$ cat config.mk
export PLATFORM = sky130hd
export DESIGN_NAME = pwm_freq_gen
export DESIGN_NICKNAME = d
export VERILOG_FILES = /design/src/rtl/pwm_freq_gen_pkg.sv /design/src/rtl/pwm_freq_gen_tick_gen.sv /design/src/rtl/pwm_freq_gen.sv
export SDC_FILE = /design/constraint.sdc
export NUM_CORES = 1
export LEC_CHECK = 0
export CAP_MARGIN = 20
export CORE_MARGIN = 4
export CORE_UTILIZATION = 64
export DETAILED_ROUTE_END_ITERATION = 6
export HOLD_SLACK_MARGIN = 0.15
export PLACE_DENSITY_LB_ADDON = 0.2
export SETUP_SLACK_MARGIN = 0.1
export SKIP_CTS_REPAIR_TIMING = 1
export SLEW_MARGIN = 20
export SYNTH_ARGS = -nofsm -noshare
export SYNTH_HDL_FRONTEND = slang
export SYNTH_SLANG_ARGS = --single-unit
$ cat constraint.sdc
create_clock -name clk -period 6.11 [get_ports clk]
set_clock_uncertainty 0.05 [all_clocks]
set_input_delay 0.9165 -clock clk [delete_from_list [all_inputs] [get_ports clk]]
set_output_delay 0.9165 -clock clk [all_outputs]
set_load 0.005 [all_outputs]
$ cat src/rtl/pwm_freq_gen_pkg.sv
// Shared types and widths for the PWM frequency generator.
// The high-time helper is the single place where the duty scaling lives.
package pwm_freq_gen_pkg;

    localparam int DIV_W     = 7;
    localparam int DUTY_W    = 5;
    localparam int DUTY_FULL = 16;
    localparam int PROD_W    = 11;

    typedef enum logic {
        ST_IDLE = 1'b0,
        ST_RUN  = 1'b1
    } state_e;

    function automatic logic [DUTY_W-1:0] clamp_duty(input logic [DUTY_W-1:0] duty);
        return (duty > DUTY_W'(DUTY_FULL)) ? DUTY_W'(DUTY_FULL) : duty;
    endfunction

    // (div * duty) / 16, formed at 11 bits; 127 * 16 >> 4 still fits 7 bits.
    function automatic logic [DIV_W-1:0] calc_high(input logic [DIV_W-1:0]  div,
                                                   input logic [DUTY_W-1:0] duty);
        logic [PROD_W-1:0] prod;
        prod = PROD_W'(div) * PROD_W'(duty);
        return DIV_W'(prod >> 4);
    endfunction

endpackage

$ cat src/rtl/pwm_freq_gen_tick_gen.sv
// Free-running prescaler: tick is high for one clk out of every PRESC.
module tick_gen #(
    parameter int PRESC = 16
) (
    input  logic clk,
    input  logic rst,
    output logic tick
);

    localparam int CW = $clog2(PRESC);
    localparam logic [CW-1:0] LAST = CW'(PRESC - 1);

    logic [CW-1:0] pre_q, pre_d;

    always_comb begin
        pre_d = (pre_q == LAST) ? '0 : pre_q + CW'(1);
    end

    always_ff @(posedge clk or posedge rst) begin
        if (rst) pre_q <= '0;
        else     pre_q <= pre_d;
    end

    assign tick = (pre_q == LAST);

endmodule

$ cat src/rtl/pwm_freq_gen.sv
// PWM generator with boundary-only shadow reload: div/duty are latched at the
// start of each period so mid-period input changes never produce short pulses.
module pwm_freq_gen
    import pwm_freq_gen_pkg::*;
#(
    parameter int PRESC = 16
) (
    input  logic              clk,
    input  logic              rst,
    input  logic              en,
    input  logic [DIV_W-1:0]  div_in,
    input  logic [DUTY_W-1:0] duty_in,
    output logic              pwm_out,
    output logic              period_start,
    output logic              busy
);

    logic tick;

    tick_gen #(.PRESC(PRESC)) u_tick_gen (
        .clk  (clk),
        .rst  (rst),
        .tick (tick)
    );

    state_e            state_q, state_d;
    logic [DIV_W-1:0]  cnt_q, cnt_d;
    logic [DIV_W-1:0]  div_s_q, div_s_d;
    logic [DIV_W-1:0]  high_s_q, high_s_d;
    logic [DUTY_W-1:0] duty_s_q, duty_s_d;
    logic              pwm_q, pwm_d;
    logic              ps_q, ps_d;

    logic [DUTY_W-1:0] duty_clamped;
    logic [DIV_W-1:0]  high_calc;
    logic              load_ok;
    logic              do_load;

    assign duty_clamped = clamp_duty(duty_in);
    assign high_calc    = calc_high(div_in, duty_clamped);
    assign load_ok      = en && (div_in != '0);

    always_comb begin
        state_d  = state_q;
        cnt_d    = cnt_q;
        div_s_d  = div_s_q;
        high_s_d = high_s_q;
        duty_s_d = duty_s_q;
        ps_d     = 1'b0;
        do_load  = 1'b0;
        // Full duty is forced high so the last count of a period never dips.
        pwm_d    = (state_q == ST_RUN) &&
                   ((duty_s_q == DUTY_W'(DUTY_FULL)) || (cnt_q < high_s_q));

        if (tick) begin
            unique case (state_q)
                ST_IDLE: do_load = load_ok;
                ST_RUN: begin
                    if (cnt_q < div_s_q - DIV_W'(1)) begin
                        cnt_d = cnt_q + DIV_W'(1);
                    end else begin
                        cnt_d = '0;
                        if (load_ok) do_load = 1'b1;
                        else         state_d = ST_IDLE;
                    end
                end
                default: state_d = ST_IDLE;
            endcase
        end

        if (do_load) begin
            state_d  = ST_RUN;
            cnt_d    = '0;
            div_s_d  = div_in;
            duty_s_d = duty_clamped;
            high_s_d = high_calc;
            ps_d     = 1'b1;
        end
    end

    always_ff @(posedge clk or posedge rst) begin
        if (rst) begin
            state_q  <= ST_IDLE;
            cnt_q    <= '0;
            div_s_q  <= '0;
            high_s_q <= '0;
            duty_s_q <= '0;
            pwm_q    <= 1'b0;
            ps_q     <= 1'b0;
        end else begin
            state_q  <= state_d;
            cnt_q    <= cnt_d;
            div_s_q  <= div_s_d;
            high_s_q <= high_s_d;
            duty_s_q <= duty_s_d;
            pwm_q    <= pwm_d;
            ps_q     <= ps_d;
        end
    end

    assign pwm_out      = pwm_q;
    assign period_start = ps_q;
    assign busy         = (state_q == ST_RUN);

endmodule
* Word level (Yosys, flattened, before mapping)
Cells that the tools add are included.
Widths: inputs -> output; s select.
** Storage, ports and cells
- Flip-flop bits (word level) :: 33
- Latch bits :: 0
- Bits in writable memories :: 0
- ROM bits :: 0
- Input bits :: 15
- Output and inout port bits :: 3
- Word-level logic and storage cells :: 40
- Memories :: 0
** Operators by class
- $add $sub $neg :: 3
- $mul :: 1
- Divide/modulo/power cells :: 0
- Magnitude comparators :: 3
- Eq/ne operators :: 2
- Shift-type cells :: 0
- Multiplexer cells :: 15
- Bitwise logic cells :: 1
- Reductions and logical operators :: 7
** Operator list (number)
- $mux 7 :: 4
- $lt 7x7->1 :: 2
- $mul 7x5->11 :: 1
- $mux 1 :: 8
- $add 7x1->7 const B :: 1
- $reduce_bool 7->1 :: 1
- $sub 7x1->7 const B :: 1
- $eq 5x5->1 const B :: 1
- $gt 5x5->1 const B :: 1
- $mux 5 :: 1
- $add 4x1->4 const B :: 1
- $eq 4x4->1 const B :: 1
- $mux 4 :: 1
- $reduce_bool 2->1 :: 2
- $logic_and 1x1->1 :: 2
- $pmux 1 s2 :: 1
- $reduce_and 2->1 :: 1
- $logic_or 1x1->1 :: 1
- $not 1->1 :: 1

* Depth between registers and ports, before layout
Gate-level depths: netlist of the first run.
- Depth in word-level cells :: 8
- Gate-level depth with buffers :: 16
- Mapped depth without buffers :: 15

* Hierarchy
Synthesis of the first run repeated with hierarchy kept, for this count alone.
** Second synthesis, totals
- Cell total of the unflattened synthesis :: 272
- Area total of the unflattened synthesis :: 2663.8 um^2
** Modules (own cells, without submodules)
- pwm_freq_gen :: times used 1, cells an instance 260, area an instance 2507.4 um^2, sequential area each 725.7 um^2
- tick_gen :: times used 1, cells an instance 12, area an instance 156.4 um^2, sequential area each 100.1 um^2

* Least setup slack after synthesis of the first run
Ideal clock, no wire load.
- Kind :: input to register
- From :: input port duty_in[4]
- To :: register high_s_q[5]
- Library setup time :: 0.121 ns
- Data arrival time :: 4.403 ns
- Required time :: 5.939 ns
- Slack :: 1.536 ns
- Stages :: 15
- Buffers on the path :: 1
- Cell sequence :: clkbuf_1 -> nor2b_1 -> and2_1 -> fa_1 -> fa_1 -> inv_1 -> fa_1 -> inv_1 -> ha_1 -> or3_1 -> a31oi_4 -> o31ai_4 -> a21oi_1 -> xor2_1 -> o21ai_1
** On the way
- Word-level cells in the longest chain between the ends :: 3
** Ends and longest elaborated chain
- start, declared :: line pwm_freq_gen.sv:12 : input logic [DUTY_W-1:0] duty_in,
- $gt 5x5->1 :: line pwm_freq_gen_pkg.sv:16 : return (duty > DUTY_W'(DUTY_FULL)) ? DUTY_W'(DUTY_FULL) : duty;
- $mux 5 * :: line pwm_freq_gen_pkg.sv:16
- $mul 7x5->11 * :: line pwm_freq_gen_pkg.sv:23 : prod = PROD_W'(div) * PROD_W'(duty);
- end signal, assigned :: line pwm_freq_gen.sv:94 : high_s_q <= high_s_d;
- end, declared :: line pwm_freq_gen.sv:29 : logic [DIV_W-1:0] high_s_q, high_s_d;
Every way passes the cells marked *; elsewhere a longest branch is shown, timed or not.
A chain may end at the register's enable or synchronous reset.

* Final worst setup path of the first run
Ends and elaborated chain as after synthesis.

==> metrics list, run 1 <==
* Outcome: finished clean
- Measured along the y axis, the die boundary spans between 70 and 80 um.
* Most frequent cells in the layout: sky130_fd_sc_hd__dfrtp_1, sky130_fd_sc_hd__ha_1, sky130_fd_sc_hd__inv_1
* Maximum number of pins on one net before global-route repair: 34
- In the routed layout, each cell is associated on average with a via count of between 5 and 6.
- Clk pin slew, worst setup/hold paths: ~0.070 ns
- Power comes to 0.5469 mW.
* Max-cap check violation count: 0
- Leaving out fill and tap cells, the most frequent cell in the layout is sky130_fd_sc_hd__dfrtp_1.
- Final-report hold violation count: 0
- The count of buffers added on input and output ports is 17.
* Flops & latches, synth: 33
- DRC violations left: 0
- Detailed-route wire length per cell: 15.37 um
- Each instance of the synthesized netlist takes up on average 10.15 um2.
- The most numerous cell type found on the critical path is sky130_fd_sc_hd__fa_1.
- GRT Overall Usage: 0.2257
- The clock tree synthesis step divided the H-tree into 2 levels.
- Detail Route Antenna Nets: 0
* Aggregate negative setup slack: 0 ns
* Cell area after synthesis: 2761 um2
* Number of buffers and inverters on the critical path: 3
* CORE AREA: 4086 um2
* Final setup violation count: 0
- Among cell families on the critical path, the largest total delay comes from adder cells.
- The worst hold path was traced through 2 stages.
* CTS Root Buffer Type: sky130_fd_sc_hd__clkbuf_8
- Final clock period utilization by the worst path: 0.8173
* Crit. End Element: flop
- STA puts the critical path data arrival time at 5.11 ns.
- Post-placement setup slack: just over 0.8 ns
* Final Slew Violations: 0
- Minimum hold slack: approximately 0.43 ns
- Setup repair after global routing left no endpoint under its margin.
* Row Count: 23
- Fin crit period: between 4 and 5 ns
- Top FF cell, synth: sky130_fd_sc_hd__dfrtp_1
- In the synthesized netlist, the number of instances is 272.
- Worst IR Drop VDD: between 0.00015 and 0.0002 V
* Share of the yosys chip area belonging to registers: 0.2990
- Cell type of the slowest stage on the worst timing path: sky130_fd_sc_hd__clkdlybuf4s50_1
- Worst slew margin: 0.6829
- The via count of the first global-routing pass came to a little under 2000.
* Logic depth of the worst path, buffers included: 15
- Number of antenna violations at the first check in global routing: 0
- The signal on the critical path passes through clkdlybuf4s50_1 -> nor2b_1 -> and2_1 -> fa_1 -> fa_1 -> inv_1 -> fa_1 -> inv_1 -> ha_1 -> or3_1 -> a31oi_4 -> o31ai_4 -> a21oi_1 -> xor2_1 -> o21ai_1.
* Initial Utilization: 0.6758
- Area growth from synthesis to layout: 9.832%
- Category of the critical setup timing path: in2reg
- Counting along the longest clock path gives a buffer depth of 2.
* Max stage delay on crit path: about 0.56 ns
- Ratio of cells with drive above 1 in the final layout: 0.1229
* Clock insertion delay at the later pin of the skew report: 0.28 ns
- The number of nets handed over by synthesis was about 330.
- For this run the aggregate overflow at the end of global routing stands at 0.
- Number of nets in the finished design: 352
- Number of detailed-routing iterations run before antenna repair: 4
* Async set or reset register ratio after synthesis: 1.000
- Required time reported for the critical path endpoint: a little over 6 ns
* Kind of launch point of the worst setup path: input port
- Power per standard cell area: ~180 nW/um2
- Detailed placement ended at an HPWL of about 4.2 mm.
* Gp weighted congestion: about 0.85
- Peak Freq: approximately 200 MHz
- For this design the static power due to leakage is 1.486 nW.
- Fillcell total: between 200 and 300
- Wire length of the first global-routing pass: between 9 and 10 mm
* Width of the die: 73.69 um
- TritonCTS created 5 clock buffers.
- I/O Pins: 18
- At the pin with the least slew margin, the transition time is 0.4747 ns.
* Crit path max fanout: 12
- Number of enable flip-flop cells after synthesis: 0
- Min-Delay Path Class: reg2reg
- Yosys mapped the design onto 50 distinct sky130hd cell types.
- TritonCTS clock tree: yes
* Via count: around 2000
- Total wire length after detailed routing: ~5.3 mm
- The tree built by TritonCTS fans out to 33 sinks.
* Die outline area: around 5400 um2
* Final setup slack of the worst path: 1.117 ns
- 0 antenna diodes ended up in the layout.
- Number of cells on the worst reg-to-reg path: 13
- Initial detailed-routing violation count: about 190
- For this run, the number of Yosys warnings is 0.
cell type report:
class / instances / area, um2 / area share
Clock buffer: 6 / 72.57 / 0.02393
Clock inverter: 2 / 10.01 / 0.003300
Inverter: 27 / 101.3 / 0.03342
Multi-Input combinational cell: 206 / 1775 / 0.5854
Sequential cell: 33 / 825.8 / 0.2723
Tap cell: 50 / 62.56 / 0.02063
Timing Repair Buffer: 19 / 185.2 / 0.06106
synthesized netlist by cell type (2+ instances only):
library cell	n	share of area
sky130_fd_sc_hd__fa_1	13	0.094
sky130_fd_sc_hd__and3_1	3	0.0068
sky130_fd_sc_hd__xor2_1	7	0.022
sky130_fd_sc_hd__nor2b_1	6	0.014
sky130_fd_sc_hd__dfrtp_1	33	0.30
sky130_fd_sc_hd__nor3_1	3	0.0054
sky130_fd_sc_hd__xnor2_1	9	0.029
sky130_fd_sc_hd__and2_2	4	0.011
sky130_fd_sc_hd__o21ai_0	18	0.033
sky130_fd_sc_hd__nand2b_1	5	0.011
sky130_fd_sc_hd__a21oi_1	6	0.011
sky130_fd_sc_hd__inv_1	26	0.035
sky130_fd_sc_hd__or3_1	2	0.0045
sky130_fd_sc_hd__and2_1	18	0.041
sky130_fd_sc_hd__o21ai_2	4	0.013
sky130_fd_sc_hd__nand3_1	6	0.011
sky130_fd_sc_hd__ha_1	32	0.14
sky130_fd_sc_hd__o31ai_4	2	0.015
sky130_fd_sc_hd__o31ai_1	3	0.0082
sky130_fd_sc_hd__mux2_4	6	0.033
sky130_fd_sc_hd__nor4_1	2	0.0045
sky130_fd_sc_hd__mux2_2	4	0.016
sky130_fd_sc_hd__nor2_1	9	0.012
sky130_fd_sc_hd__o21ai_1	3	0.0054
sky130_fd_sc_hd__nand2_1	22	0.030
sky130_fd_sc_hd__buf_6	2	0.0082
metrics by stage:
stage / cell area, um2 / utilization / cells
4_1_cts: 3033 / 0.7422 / 343
5_1_grt: 3033 / 0.7422 / 343
3_5_place_dp: 2950 / 0.7220 / 335
6_report: 3033 / 0.7422 / 343
2_1_floorplan: 2761 / - / 272
3_3_place_gp: 2950 / 0.7220 / 335
kinds of logic (layout without fill, tap and decap cells):
kind of cell,after synthesis,in the layout,synth area share
and+or+nand+nor,88,88,0.1781
AOI/OAI and AO/OA,46,46,0.1223
adders and majority gates,45,45,0.2392
DFF,33,33,0.2990
buffers and inverters,33,54,0.05799
xor gates and xnor gates,16,16,0.05075
muxes,11,11,0.05256
registers in the layout, indices dropped and copies added (netlist names):
signal	flops
cnt_q	7
div_s_q	7
high_s_q	7
u_tick_gen.pre_q	4
busy	1
duty_s_q	5
pwm_out	1
period_start	1
routing by layer:
layer  global-route usage  vias up  share of wire
met3              0.03694        7          0.031
met2               0.3809       36           0.52
li1                     -      958              -
met1               0.3049      957           0.43
met4              0.04829        0          0.012
met5                    0        -              0
path summary, 6_finish.rpt:
kind / from / end / slack, ns
min in group asynchronous: rst / pwm_out / 0.98
min reg2reg: high_s_q[1] / high_s_q[1] / 0.43
min: high_s_q[1] / high_s_q[1] / 0.43
max in group asynchronous: rst / high_s_q[6] / 4.74
max: duty_in[4] / high_s_q[5] / 1.12
max reg2reg: div_s_q[0] / cnt_q[3] / 3.08
power by group:
| part | total, mW | internal (mW) | switching, mW |
|---|---|---|---|
| registers | 0.240 | 0.232 | 0.00846 |
| clock network | 0.155 | 0.0788 | 0.0765 |
| logic | 0.151 | 0.0699 | 0.0813 |
| total | 0.547 | 0.381 | 0.166 |
tightest hold or removal path: stages, from the launching register on:
cell and delay [ns]:
sky130_fd_sc_hd__dfrtp_1 0.34, sky130_fd_sc_hd__nand2_1 0.05, sky130_fd_sc_hd__o21ai_0 0.06
(Power assumes the default switching activity.)
==> inputs of run 2 (changes only) <==
--- a/config.mk
+++ b/config.mk
@@ -7,7 +7,7 @@
 export LEC_CHECK = 0
 export CAP_MARGIN = 20
 export CORE_MARGIN = 4
-export CORE_UTILIZATION = 64
+export CORE_UTILIZATION = 60
 export DETAILED_ROUTE_END_ITERATION = 6
 export HOLD_SLACK_MARGIN = 0.15
 export PLACE_DENSITY_LB_ADDON = 0.2
==> constraint.sdc (replaced) <==
create_clock -name clk -period 4.8 [get_ports clk]
set_clock_uncertainty 0.05 [all_clocks]
set_input_delay 0.72 -clock clk [delete_from_list [all_inputs] [get_ports clk]]
set_output_delay 0.72 -clock clk [all_outputs]
set_load 0.005 [all_outputs]
==> run 2 against run 1 <==
Sequential cell count is the same. Wire length shrank 7.8%. Worst hold slack gained 0.0011 ns. Via count shrank 2.3%. Worst setup slack lost 0.70 ns. First-iteration DRC count shrank 75%. Count of clock-buffer cells in the layout shrank 1. Critical path depth is the same. Combinational power grew 28%. Sequential power grew 27%. Utilization shrank 3.0 points. Critical endpoint unchanged. Largest cell class unchanged. Highest routed layer unchanged.
==> metrics list, run 2 (same netlist as run 1, synthesis figures left out) <==
* Outcome: finished clean
- The number of failing hold endpoints at the final stage is 0.
- STA classifies the critical path endpoint as a flop.
- Leakage component of the power: between 1.5 and 2 nW
* Initial detailed-routing violation count: 46
- The kind of cell with the highest combined delay along the critical path is adder cells.
- Final Cell Area: ~3100 um2
* Fillcell total: around 310
- Clock insertion delay at the later pin of the skew report: ~0.29 ns
* Required time reported for the critical path endpoint: 4.93 ns
- Most frequent cells in the layout: sky130_fd_sc_hd__dfrtp_1, sky130_fd_sc_hd__ha_1, sky130_fd_sc_hd__inv_1
* Kind of launch point of the worst setup path: input port
* Final Slew Violations: 0
- The via count of the first global-routing pass is around 1900.
* RSZ-0062 raised after global routing: false
- The first global-routing pass estimated 8.735 mm of wire.
* Antenna diode count: 0
- In this run the remaining antenna-violating nets after routing total 0.
- Adding up every negative setup slack in the final design gives 0 ns.
- Traced cell by cell, the critical path runs through clkdlybuf4s50_1 -> nor2b_1 -> and2_1 -> fa_1 -> fa_1 -> inv_1 -> fa_1 -> inv_1 -> ha_1 -> or3_1 -> a31oi_4 -> o31ai_4 -> a21oi_1 -> xor2_1 -> o21ai_1.
- Of the total power, combinational logic draws 0.238.
* I/O Buffers: 17
- In this run the power spent charging and discharging nets is roughly 0.22 mW.
- The internal power of the cells totals 0.5961 mW.
- Total wire length after detailed routing: around 5 mm
* Die outline area: between 5000 and 6000 um2
- Launch point of the worst path: duty_in[4]
- Worst slew margin: 0.6394
- In the global route stage, overall resource usage came out at 0.2027.
- Of the total power, registers draw 0.375.
* CTS Root Buffer Type: sky130_fd_sc_hd__clkbuf_8
* Placed cell count: 344
* Area growth from synthesis to layout: 13.82%
- Final clock period utilization by the worst path: 0.9130
- Across the run, the number of max-cap violations was 0.
- For this design the ratio of total power to cell area is roughly 260 nW/um2.
- Number of detailed-routing iterations run before antenna repair: 4
- DRC violations left: 0
- Entering global routing, the biggest net connects 34 pins.
* Final setup violation count: 0
* Gp weighted congestion: 0.8471
* Number of buffers and inverters on the critical path: 3
* Worst Path Arrival: 4.51 ns
* Min-delay src: high_s_q[1]
* Commonest non-fill, non-tap cell in the layout: sky130_fd_sc_hd__dfrtp_1
- The most numerous cell type found on the critical path is sky130_fd_sc_hd__fa_1.
- I/O Pins: 18
- Excluding fillers, the count of instances in the completed layout stands at around 350.
- Initial Utilization: 0.6256
* Ratio of cells with drive above 1 in the final layout: 0.1467
* Height of the chip: roughly 76 um
- The number of antenna violations at the first check in global routing was 0.
- The completed layout was analyzed and its total power is around 0.81 mW.
- Timing would allow up to approximately 230 MHz.
- TritonCTS clock tree: yes
- Using the TritonRoute via totals, the vias-per-cell ratio works out to between 5 and 6.
* Clock Sink Count: 33
- Row Count: 24
- The clock tree synthesis step divided the H-tree into 2 levels.
- The core region is 4414 um2.
- Counting along the longest clock path gives a buffer depth of 2.
- Detailed-route wire length per cell: around 14 um
- In this run the worst path has a maximum fanout of 7.
- Grt total ovfl: 0
- The placed instances occupy a cell area of 3005 um2.
* Fin crit period: roughly 4.4 ns
- Of the total power, the clock network draws 0.387.
- In the final layout, the registers with the most flip-flops are cnt_q: 7 flops, div_s_q: 7 flops, high_s_q: 7 flops.
* Clk pin slew, worst setup/hold paths: ~0.07 ns
* Min-Delay Path Class: reg2reg
- Across the VDD grid, the largest voltage drop is between 0.00015 and 0.0002 V.
- Placed wire-length estimate after detailed placement: about 4.0 mm
- The number of clock buffers added by TritonCTS is 5.
- Number of nets in the finished design: 359
- In this design, the stage delay of the slowest critical-path cell is around 0.55 ns.
* Cell type of the slowest stage on the worst timing path: sky130_fd_sc_hd__clkdlybuf4s50_1
- The critical path in this run is classified as in2reg.
* Via count: approximately 1900
- Width of the die: 75.84 um
- Net switching share of the total power: 0.2667
- Start of the worst register-to-register path: div_s_q[0]
- At the pin with the least slew margin, the transition time is 0.5374 ns.
## run 2: cell types whose count changed in the layout (fill, tap and decap cells not counted), sizes merged
cell	change
clkinv	-2
clkbuf	-1
inv	+1
buf	+7
bufinv	+2
## run 2: final cells by class
type                    instances  area, um2  area share
multi-input cells             206       1775      0.5649
well taps                      52      65.06     0.02070
repair buffers                 26      237.7     0.07564
clock buffers                   5      68.82     0.02189
inverters                      27      101.3     0.03225
clock inverters                 3      68.82     0.02189
flip-flops and latches         33      825.8      0.2627
## run 2: tightest hold or removal path, cell delays in order, from the launching register on
cell	delay (ns)
sky130_fd_sc_hd__dfrtp_1	0.34
sky130_fd_sc_hd__nand2_1	0.05
sky130_fd_sc_hd__o21ai_0	0.06
## run 2: worst paths after layout
| kind | to | slack (ns) | cells past startpoint |
|---|---|---|---|
| worst max-delay path | high_s_q[5] | 0.42 | 15 |
| worst min-delay path | high_s_q[1] | 0.43 | 2 |
| worst max register to register | duty_s_q[0] | 1.70 | 10 |
| worst min register to register | high_s_q[1] | 0.43 | 2 |
| max in group asynchronous | div_s_q[1] | 3.64 | 3 |
| min in group asynchronous | duty_s_q[4] | 0.76 | 3 |
## run 2: per-layer routing
metal	global-route usage	wire length [um]	vias up
met5	0	0	-
met4	0.06408	66	0
met3	0.03958	138	5
met2	0.3441	2433	26
met1	0.2596	2226	909
li1	-	-	973
## run 2: power by group through the flow
stage	logic, mW	registers (mW)	clock network, mW
after floorplan	0.142	0.308	0
final	0.193	0.305	0.314
after global routing	0.224	0.307	0.335
after CTS	0.196	0.305	0.322
after global placement	0.188	0.310	0
after detailed placement	0.195	0.311	0
## run 2: stage by stage
stage          worst slack [ns]  hold WS [ns]    util
6_report                 0.4175        0.4339  0.7120
5_1_grt                  0.2375        0.4572  0.7120
4_1_cts                  0.3934        0.4390  0.7120
3_5_place_dp            0.06387        0.4214  0.6808
3_3_place_gp             0.1451        0.4136  0.6808
2_1_floorplan            0.4222        0.3936       -
==> inputs of run 3 (changes only) <==
--- a/config.mk
+++ b/config.mk
@@ -11,6 +11,7 @@
 export DETAILED_ROUTE_END_ITERATION = 6
 export HOLD_SLACK_MARGIN = 0.15
 export PLACE_DENSITY_LB_ADDON = 0.2
+export REMOVE_ABC_BUFFERS = 1
 export SETUP_SLACK_MARGIN = 0.1
 export SKIP_CTS_REPAIR_TIMING = 1
 export SLEW_MARGIN = 20
==> run 3 against run 2 <==
Sequential share of layout area increased by 0.44 points. Worst setup slack got worse by 0.032 ns. Fmax decreased by 0.73%. Register-to-register slack got worse by 0.16 ns. Utilization decreased by 1.2 points. Cell count decreased by 0.28%. Design area decreased by 1.6%. Wire length increased by 1.8%. Sequential power about the same. Combinational power about the same. Count of clock-buffer cells in the layout increased by 2. Via count increased by 0.52%. Highest routed layer unchanged.
==> metrics list, run 3 (same netlist as run 1, synthesis figures left out) <==
- The run finished with clean final reports.
* Width of the die: around 76 um
* Mean number of vias per cell: about 5.5
- Dividing the final minimum period by the clock period gives 0.9197.
- Highest routed metal layer: met4
- The signal on the critical path passes through clkdlybuf4s50_1 -> nor2b_1 -> and2_1 -> fa_1 -> fa_1 -> inv_1 -> fa_1 -> inv_1 -> ha_1 -> or3_1 -> a31oi_4 -> o31ai_4 -> a21oi_1 -> xor2_1 -> o21ai_1.
- After filler insertion, the fill cell instance count of the layout stands at approximately 350.
* CORE AREA: 4414 um2
- The slowest stage of the critical path belongs to the cell sky130_fd_sc_hd__clkdlybuf4s50_1.
- CTS Root Buffer Type: sky130_fd_sc_hd__clkbuf_8
* Number of global-route vias before repair: a little under 2000
- For the finished layout, the period the worst path requires is ~4.4 ns.
- The final route contains between 1500 and 2000 vias.
- For the pin with the worst max-slew slack, the measured transition is about 1.1 ns.
- Detailed-route wire length per cell: between 10 and 15 um
* Max-cap check violation count: 0
- Number of nets in the finished design: ~360
- Based on the critical path, the design can be clocked at up to ~230 MHz.
- The die covers 5752 um2.
* Min-Delay Path Class: reg2reg
- Number of antenna violations at the first check in global routing: 0
- Area growth from synthesis to layout: 11.96%
* Most frequent cells in the layout: sky130_fd_sc_hd__dfrtp_1, sky130_fd_sc_hd__ha_1, sky130_fd_sc_hd__inv_1
- Clock H-tree levels: 2
* I/O Buffers: 17
- Measured against its own limit, the worst slew margin works out to 0.2731.
* GRT Overall Usage: 0.2019
- Worst IR Drop VDD: ~0.00010 V
- The critical path is of the in2reg type.
- TritonCTS built the clock tree.
- Detail Route Antenna Nets: 0
* Power per standard cell area: ~230 nW/um2
* Crit. End Element: flop
- Height of the chip: around 76 um
- M1 WL: between 2 and 2.5 mm
- Setup violations remaining at the end of the flow were counted as 0.
* Total wire length after detailed routing: around 5 mm
- Top Registers: cnt_q: 7 flops, div_s_q: 7 flops, high_s_q: 7 flops
- The number of failing hold endpoints at the final stage is 0.
* Antenna diode count: 0
* Initial detailed-routing violation count: between 50 and 60
- Entering global routing, the biggest net connects 34 pins.
- Required time reported for the critical path endpoint: about 4.9 ns
- The count of cells in the finished layout, fillers not included, comes to 351.
- Buffers inserted during clock tree synthesis total 5.
- Number of detailed-routing iterations run before antenna repair: 4
- Final Slew Violations: 0
- Row Count: 24
* Gp weighted congestion: between 0.8 and 0.9
- Clock insertion delay at the later pin of the skew report: about 0.28 ns
- After clock tree synthesis, the clock-pin slew on the worst setup and hold paths is roughly 0.060 ns.
- By instance count, the cell type seen most on the critical path is sky130_fd_sc_hd__fa_1.
- Initial Utilization: 0.6256
- DRC violations left: 0
- No sink is reached through more buffers than the 2 on the longest clock path.
* Crit path max fanout: 6
* I/O Pins: 18
- Routed wl met3: between 100 and 150 um
- Adding up every negative setup slack in the final design gives 0 ns.
- Detailed placement finished with a half-perimeter wire length of between 4 and 5 mm.
- Commonest non-fill, non-tap cell in the layout: sky130_fd_sc_hd__dfrtp_1
* Worst Path Arrival: 4.53 ns
- Setup repair after global routing left no endpoint under its margin.
* Ratio of cells with drive above 1 in the final layout: 0.1405
- Wire length of the first global-routing pass: 8.687 mm
- Max stage delay on crit path: roughly 0.55 ns
- Grt total ovfl: 0
* Minimum hold slack: 0.4295 ns
* Kind of launch point of the worst setup path: input port
* Detailed route wirelength on metal2: 2.527 mm
- Including well taps, the total number of placed cells is approximately 340.
- Clock Sink Count: 33
- In this run the static leakage power is ~1.5 nW.
run 3: cell count changes in the layout (fill, tap and decap cells not counted), sizes merged:
cell / delta
bufinv: -2
clkbuf: +2
inv: -1
run 3: power breakdown:
| part | switching (mW) | internal [mW] |
|---|---|---|
| Sequential | 0.0106 | 0.295 |
| Combinational | 0.101 | 0.0920 |
| Clock | 0.0946 | 0.114 |
run 3: cell type report:
| type | instances | area [um2] | area share |
|---|---|---|---|
| tap | 52 | 65.06 | 0.02104 |
| inverter | 27 | 101.3 | 0.03278 |
| sequential | 33 | 825.8 | 0.2671 |
| clock buffer | 7 | 86.33 | 0.02792 |
| timing repair buffer | 26 | 237.7 | 0.07689 |
| multi-input combinational | 206 | 1775 | 0.5743 |
run 3: metal layers:
layer  vias to the layer above  global-route usage
met5                         -                   0
met4                         0             0.05243
met3                         7             0.03958
met2                        22              0.3622
met1                       925              0.2462
li1                        969                   -
run 3: worst paths after layout:
path                                           from             endpoint  slack, ns  cells after the start
worst max-delay path                     duty_in[4]          high_s_q[5]       0.39                     15
worst min-delay path            u_tick_gen.pre_q[3]  u_tick_gen.pre_q[3]       0.43                      1
worst max register to register           div_s_q[0]          duty_s_q[2]       1.54                      9
worst min register to register  u_tick_gen.pre_q[3]  u_tick_gen.pre_q[3]       0.43                      1
max in group asynchronous                       rst          high_s_q[1]       3.62                      3
min in group asynchronous                       rst             cnt_q[4]       0.78                      3
run 3: per-stage QoR:
stage                     instance area, um2  worst slack (ns)  total power, mW  utilization
final                                   3092            0.3853           0.7074       0.7004
after global routing                    3092            0.1737           0.7605       0.7004
after CTS                               3092            0.3822           0.7172       0.7004
after detailed placement                3005           0.07482           0.5068       0.6808
after global placement                  3005            0.1825           0.4984       0.6808
after floorplan                         2703            0.5801           0.4461            -
run 3: critical path: cells and delay by family:
kind | cells | cell delay, ns
AO/OA/AOI/OAI | 4 | 0.58
buffers and inverters | 3 | 0.66
XOR/XNOR | 1 | 0.16
AND/OR/NAND/NOR | 3 | 0.65
adder cells (fa/ha/maj) | 4 | 1.76
